## config.mk

```make
export PLATFORM = sky130hd
export DESIGN_NAME = uart_receiver
export DESIGN_NICKNAME = d
export VERILOG_FILES = /design/src/rtl/uart_receiver.sv
export SDC_FILE = /design/constraint.sdc
export NUM_CORES = 1
export LEC_CHECK = 0
export CORE_UTILIZATION = 30
export DETAILED_ROUTE_END_ITERATION = 7
export GPL_ROUTABILITY_DRIVEN = 0
export PLACE_DENSITY = 0.51
export SLEW_MARGIN = 10
export SYNTH_ARGS = -nofsm -noshare
export SYNTH_HDL_FRONTEND = slang
export SYNTH_SLANG_ARGS = --single-unit
```

## constraint.sdc

```tcl
create_clock -name clk -period 3.48 [get_ports clk]
set_input_delay 0.348 -clock clk [delete_from_list [all_inputs] [get_ports clk]]
set_output_delay 0.348 -clock clk [all_outputs]
set_load 0.1 [all_outputs]
```

## src/rtl/uart_receiver.sv

```systemverilog
// UART receive stage: 1 start bit, WORD_SIZE data bits MSB first, 1 stop bit, no parity.
// Mid-bit samples the synchronized line and holds each good word behind a valid/ack handshake.
module uart_receiver #(
   parameter int unsigned WORD_SIZE  = 8,
   parameter int unsigned CLOCK_FREQ = 1_000_000,
   parameter int unsigned BAUD_RATE  = 100_000
) (
   input  logic                 clk,
   input  logic                 rst,
   input  logic                 rx,
   output logic [WORD_SIZE-1:0] data_recv,
   output logic                 rx_valid_o,
   input  logic                 rx_ack_i,
   output logic                 overrun_o,
   output logic                 frame_err_o
);

   localparam int unsigned BAUD_LIMIT = CLOCK_FREQ / BAUD_RATE;
   localparam int unsigned HALF       = BAUD_LIMIT / 2;
   localparam int unsigned CNT_W      = 16;
   localparam int unsigned BIT_W      = $clog2(WORD_SIZE);

   typedef enum logic [1:0] {IDLE, START, DATA, STOP} state_t;

   state_t               state, state_n;
   logic                 rx_meta, rx_s, rx_prev;
   logic [CNT_W-1:0]     cnt, cnt_n;
   logic [BIT_W-1:0]     bit_cnt, bit_cnt_n;
   logic [WORD_SIZE-1:0] shift, shift_n;
   logic [WORD_SIZE-1:0] data_n;
   logic                 valid_n, ovr_n, ferr_n;

   // Two-flop synchronizer plus one-cycle delayed copy for falling-edge detection
   always_ff @(posedge clk) begin
      if (rst) begin
         rx_meta <= 1'b1;
         rx_s    <= 1'b1;
         rx_prev <= 1'b1;
      end else begin
         rx_meta <= rx;
         rx_s    <= rx_meta;
         rx_prev <= rx_s;
      end
   end

   always_ff @(posedge clk) begin
      if (rst) begin
         state       <= IDLE;
         cnt         <= '0;
         bit_cnt     <= '0;
         shift       <= '0;
         data_recv   <= '0;
         rx_valid_o  <= 1'b0;
         overrun_o   <= 1'b0;
         frame_err_o <= 1'b0;
      end else begin
         state       <= state_n;
         cnt         <= cnt_n;
         bit_cnt     <= bit_cnt_n;
         shift       <= shift_n;
         data_recv   <= data_n;
         rx_valid_o  <= valid_n;
         overrun_o   <= ovr_n;
         frame_err_o <= ferr_n;
      end
   end

   always_comb begin
      state_n   = state;
      cnt_n     = cnt;
      bit_cnt_n = bit_cnt;
      shift_n   = shift;
      data_n    = data_recv;
      valid_n   = rx_valid_o;
      ovr_n     = overrun_o;
      ferr_n    = 1'b0;

      // Consumer ack; a word load later in this block takes precedence over it
      if (rx_ack_i && rx_valid_o) begin
         valid_n = 1'b0;
         ovr_n   = 1'b0;
      end

      case (state)
         IDLE: begin
            if (rx_prev && !rx_s) begin
               cnt_n   = '0;
               state_n = START;
            end
         end
         START: begin
            cnt_n = cnt + CNT_W'(1);
            if (cnt == CNT_W'(HALF - 1)) begin
               if (!rx_s) begin
                  cnt_n     = '0;
                  bit_cnt_n = '0;
                  state_n   = DATA;
               end else begin
                  state_n = IDLE;
               end
            end
         end
         DATA: begin
            cnt_n = cnt + CNT_W'(1);
            if (cnt == CNT_W'(BAUD_LIMIT - 1)) begin
               cnt_n   = '0;
               shift_n = {shift[WORD_SIZE-2:0], rx_s};
               if (bit_cnt == BIT_W'(WORD_SIZE - 1)) begin
                  state_n = STOP;
               end else begin
                  bit_cnt_n = bit_cnt + BIT_W'(1);
               end
            end
         end
         STOP: begin
            cnt_n = cnt + CNT_W'(1);
            if (cnt == CNT_W'(BAUD_LIMIT - 1)) begin
               cnt_n   = '0;
               state_n = IDLE;
               if (rx_s) begin
                  data_n  = shift;
                  valid_n = 1'b1;
                  if (rx_valid_o && !rx_ack_i) begin
                     ovr_n = 1'b1;
                  end
               end else begin
                  ferr_n = 1'b1;
               end
            end
         end
         default: state_n = IDLE;
      endcase
   end

endmodule
```

==> flow_summary_export.csv, run 1 <==
group,metric,value,unit
synth,yosysSeqAreaShare,41.1,%
route,vias_per_cell,4.95,
cts,cts_buffers,5,
route,wirelength,4200,um
setup_path,crit_arrival,1.85,ns
synth,synthCells,225,
setup_path,cp-start-kind,"register",
synth,yosys_warnings,0,
cts,hold_buffers,0,
sta,hold_violations,0,
sta,worst_pin_slew,0.972,ns
final_layout,final_common_cell,"dfxtp_1",
setup_path,worst_path_max_delay_cell,"clkdlybuf4s50_1",
floorplanning,dieArea,7330,um2
synth,ys.flop_type,"dfxtp_1",
final_layout,syn_to_final_growth,14.7,%
setup_path,required,3.13,ns
power_and_ir_drop,power,0.00100,W
floorplanning,core_region_area,6760,um2
place,dp_hpwl,2820,um
setup_path,crit_path_cell_trace,"clkdlybuf4s50_1",
run,maxCapViolCount,0,
synth,synth_cell_types,46,
cts,path_clk_slew,0.09,ns
floorplanning,core.rowCount,30,
setup_path,path_buf_inv,1,
sta,clock_skew,0.0111,ns
setup_path,crit_path_max_incr_delay,1.16,ns
synth,synth_edf_count,0,
cts,cts_max_level,2,
sta,layout_min_cycle_time,2.19,ns
setup_path,critPathCaptureType,"output pin",
global_route,grt_pass1_vias,1485,
global_route,grt.total_usage,12.3,%
setup_path,cp_max_fo,4,
status,status,"finished, final reports clean",
sta,setup_tns,0,ns
global_route,gr-total-overflow,0,
route,drt_iter0_markers,155,
power_and_ir_drop,ir_drop,137,uV
sta,timing.final.ws_setup,1.29,ns
setup_path,crit_family,"buffers and inverters",
final_layout,diodes,0,
sta,fin_crit_sh,63.1,%
setup_path,critPathKind,"reg2out",
route,vias,1574,
global_route,grt_pass1_wl,7190,um
route,post-route-drc-count,0,
sta,finalSetupViolCount,0,
synth,synth.ff_latch_count,43,
synth,ys_async_sr_fraction,0,%
final_layout,nets,246,
sta,fin_hold_ws,0.410,ns
cts,clock_latency,0.29,ns
sta,rsz0062_at_grt,"no",
cts,cts_buffer_depth,2,
synth,synth_nets,234,
route,drt_first_pass_iters,4,
route,ant_nets,0,
floorplanning,initial_core_util,31.0,%
global_route,antenna_found_initial,0,
cts,cts.repair.resized,0,
power_and_ir_drop,p_leak,0.854,nW
place,portBuffers,14,
cts,cts-root-buf,"clkbuf_8",
cts,clock-sinks,43,
synth,avgSynthCellArea,9.32,um2
floorplanning,dieHeight,85.6,um
final_layout,layout-drive-gt1-share,10.9,%
global_route,grt_max_degree,18,
power_and_ir_drop,power_density,416,nW/um2
sta,slew_violations,0,
final_layout,mostFrequentLayoutCells,"dfxtp_1 (43), nor2_1 (35), mux2i_1 (17)",
final_layout,fin_util,35.6,%
floorplanning,ios,15,
sta,clock.fmax,456,MHz
place,pre_cts_slack,1.60,ns
min_path,hp-class,"reg2reg",
cts,postCtsSetupRepairBufs,0,
cts,cts_tree,"done",
sta,max_slew_margin,35.0,%
synth,syn-cell-area,2100,um2
route,wl_per_cell,13.2,um
floorplanning,die_w,85.6,um
[through the flow]
step,instances,cell area (um2)
after global routing,318,2400
after floorplan,225,2100
after detailed placement,310,2270
final,318,2400
after CTS,318,2400
after global placement,310,2270
[sequential cells by signal, summed over array words and instances (netlist names), named ones only]
register,count
cnt,16
data_recv,8
shift,8
bit_cnt,3
frame_err_o,1
rx_meta,1
rx_prev,1
rx_s,1
rx_valid_o,1
state,1
[cell usage after synthesis (4+ instances only)]
cell type,count,share of area [%]
nor2_1,35,6.3
o21ai_0,13,3.1
nand4_1,4,1.2
a21oi_1,12,2.9
nand3_1,10,2.4
a311oi_1,4,1.7
nand2_1,9,1.6
ha_1,5,3.0
or2_2,4,1.2
dfxtp_1,43,41
inv_1,5,0.90
mux2i_1,17,8.1
a22oi_1,4,1.4
clkbuf_1,6,1.1
nor3_1,5,1.2
[cell type report]
class | instances | area [um2]
clock buffers | 6 | 72.6
repair buffers | 17 | 163
clock inverters | 2 | 60.1
multi-input cells | 165 | 1130
inverters | 5 | 18.8
fillers | 701 | 4350
well taps | 80 | 100
flip-flops and latches | 43 | 861
[power by group]
| part | internal (W) | switching, W |
|---|---|---|
| clock | 0.000287 | 0.000176 |
| sequential | 0.000494 | 0.00000432 |
| combinational | 0.0000142 | 0.0000241 |
| total | 0.000796 | 0.000205 |
[metal layers]
layer  global-route usage (%)  part of all wire, %  vias up
met4                     3.64                 0.76        0
met3                     2.98                  2.5        2
met2                     18.8                   44       15
met1                     17.1                   53      722
li1                         -                    -      835
met5                        0                    0        -
[kinds of logic (layout without fill, tap and decap cells)]
| logic type | Yosys count | in the layout | synth area share [%] |
|---|---|---|---|
| simple gates | 93 | 93 | 26.6 |
| fa+ha+maj | 5 | 5 | 2.98 |
| xor+xnor | 2 | 2 | 0.835 |
| buf+inv | 17 | 30 | 5.07 |
| compound gates | 48 | 48 | 15.3 |
| mux | 17 | 17 | 8.11 |
| flops | 43 | 43 | 41.1 |
[path summary, 6_finish.rpt]
kind	startpoint	end	slack, ns	depth (start not counted)
max	rx_valid_o	rx_valid_o	1.29	1
min	rx_meta	rx_s	0.41	1
max reg2reg	cnt[0]	data_recv[6]	1.67	6
min reg2reg	rx_meta	rx_s	0.41	1
(Power assumes the default switching activity.)
==> inputs of run 2 (changes only) <==
==> constraint.sdc (replaced) <==
create_clock -name clk -period 2.2 [get_ports clk]
set_input_delay 0.22 -clock clk [delete_from_list [all_inputs] [get_ports clk]]
set_output_delay 0.22 -clock clk [all_outputs]
set_load 0.1 [all_outputs]
==> run 2 against run 1 <==
Clock-buffer cell count fell by 1. Hold slack improved by 0.0045 ns. Register-to-register slack got worse by 1.5 ns. First-iteration DRC count fell by 44%. Final cell count did not move. Largest cell class unchanged. Combinational power rose by 61%. Highest routed layer unchanged. Via count rose by 1.3%.
==> flow_summary_export.csv, run 2 (synthesized netlist as in run 1, its figures left out) <==
group,metric,value,unit
route,ant_nets,0,
cts,clock-sinks,43,
sta,layout_min_cycle_time,1.98,ns
floorplanning,initial_core_util,31.0,%
cts,cts_max_level,2,
global_route,grt_max_degree,18,
floorplanning,die_w,85.6,um
floorplanning,dieHeight,85.6,um
final_layout,finalNonFillerCells,318,
setup_path,required,2.44,ns
global_route,grt_pass1_wl,7040,um
sta,clock_skew,0.00827,ns
final_layout,layout-drive-gt1-share,16.0,%
final_layout,syn_to_final_growth,12.4,%
setup_path,reg2reg_to,"cnt[15]",
place,post-place-cells,310,
place,portBuffers,14,
cts,cts_tree,"done",
power_and_ir_drop,p_leak,0.870,nW
sta,rsz0062_at_grt,"no",
cts,postCtsSetupRepairBufs,0,
route,wirelength,4150,um
cts,cts.repair.resized,0,
setup_path,cp-start-kind,"register",
run,maxCapViolCount,0,
power_and_ir_drop,seqPwrFrac,53.4,%
sta,slew_violations,0,
power_and_ir_drop,ir_drop,249,uV
final_layout,mostFrequentLayoutCells,"dfxtp_1 (43), nor2_1 (35), mux2i_1 (17)",
cts,hold_buffers,0,
route,drt_first_pass_iters,4,
cts,cts_buffer_depth,2,
sta,hold_violations,0,
power_and_ir_drop,switching_share,22.6,%
final_layout,nets,246,
power_and_ir_drop,p_int,0.00114,W
min_path,hp-class,"reg2reg",
sta,setup_tns,0,ns
setup_path,cp_max_fo,14,
floorplanning,core_region_area,6760,um2
sta,max_slew_margin,41.7,%
global_route,grt.total_usage,12.1,%
setup_path,crit_arrival,2.23,ns
final_layout,largestRegisters,"cnt (16), data_recv (8), shift (8)",
setup_path,critPathKind,"reg2reg",
status,status,"finished, final reports clean",
min_path,min_path_cells,1,
route,vias,1595,
global_route,grt_pass1_vias,1401,
sta,finalSetupViolCount,0,
final_layout,fin_util,34.9,%
setup_path,r2r_cells,4,
power_and_ir_drop,combPwrFrac,4.2,%
final_layout,largest_reg_flops,16,
cts,path_clk_slew,0.09,ns
sta,clock.fmax,504,MHz
floorplanning,core.rowCount,30,
final_layout,fill_cells,725,
power_and_ir_drop,p_switching,0.000333,W
route,post-route-drc-count,0,
floorplanning,ios,15,
route,drt_iter0_markers,87,
power_and_ir_drop,power,0.00148,W
place,pre_cts_slack,0.301,ns
sta,fin_crit_sh,90.1,%
power_and_ir_drop,power_density,626,nW/um2
setup_path,critPathCaptureType,"register",
global_route,antenna_found_initial,0,
final_layout,final_common_cell,"dfxtp_1",
min_path,whs_endpoint,"rx_s",
sta,timing.final.ws_setup,0.218,ns
power_and_ir_drop,clkPwrFrac,42.4,%
sta,worst_pin_slew,0.872,ns
final_layout,top_register,"cnt",
min_path,min_from,"rx_meta",
cts,clock_latency,0.30,ns
route,wl_per_cell,13.1,um
place,dp_hpwl,2860,um
setup_path,r2r_slack,0.22,ns
global_route,gr-total-overflow,0,
route,vias_per_cell,5.02,
cts,cts_buffers,5,
floorplanning,dieArea,7330,um2
final_layout,diodes,0,
cts,cts-root-buf,"clkbuf_8",
[run 2: changes by cell type in the layout (fill, tap and decap cells not counted)]
cell	before	now
clkinv_2	0	1
clkinv_4	0	1
bufinv_16	2	1
clkdlybuf4s50_1	14	3
clkbuf_1	1	0
buf_4	3	14
[run 2: worst max-delay path by stage]
stage	cells past startpoint	slack, ns	startpoint	to
final	4	0.22	register	cnt[15]
after global routing	4	0.04	register	cnt[15]
after CTS	4	0.24	register	cnt[15]
after detailed placement	4	0.30	register	cnt[15]
after global placement	4	0.30	register	cnt[15]
after floorplan	6	0.55	cnt[4]	cnt[1]
[run 2: metrics by stage]
step	hold slack, ns	area [um2]
detailed placement	0.392	2240
global placement	0.397	2240
finish	0.414	2360
global route	0.446	2360
floorplan	0.312	2100
CTS	0.415	2360
[run 2: routing by layer]
layer  vias to the layer above  global-route usage [%]  wire length [um]
li1                        835                       -                 -
met1                       729                    17.5              2190
met2                        24                    17.2              1780
met3                         7                    2.89               117
met4                         0                    4.55                67
met5                         -                       0                 0
[run 2: final cells by class]
type	instances	area, um2	area share [%]
clock buffer	5	68.8	2.92
clock inverter	3	43.8	1.86
inverter	5	18.8	0.796
multi-input combinational	165	1130	47.9
sequential	43	861	36.5
tap	80	100	4.25
timing repair buffer	17	135	5.73
[run 2: power by group through the flow]
stage,Clock [W],Sequential [W],Combinational (W)
2_1_floorplan,0,0.000804,0.0000472
3_3_place_gp,0,0.000807,0.0000626
3_5_place_dp,0,0.000807,0.0000615
4_1_cts,0.000650,0.000789,0.0000621
5_1_grt,0.000677,0.000790,0.0000699
6_report,0.000626,0.000789,0.0000618
[run 2: critical path: stages, from the launching register on]
cell and delay (ns):
dfxtp_1 0.44, nor2_1 0.73, nand2b_1 0.37, a21boi_0 0.24
o21ba_2 0.15
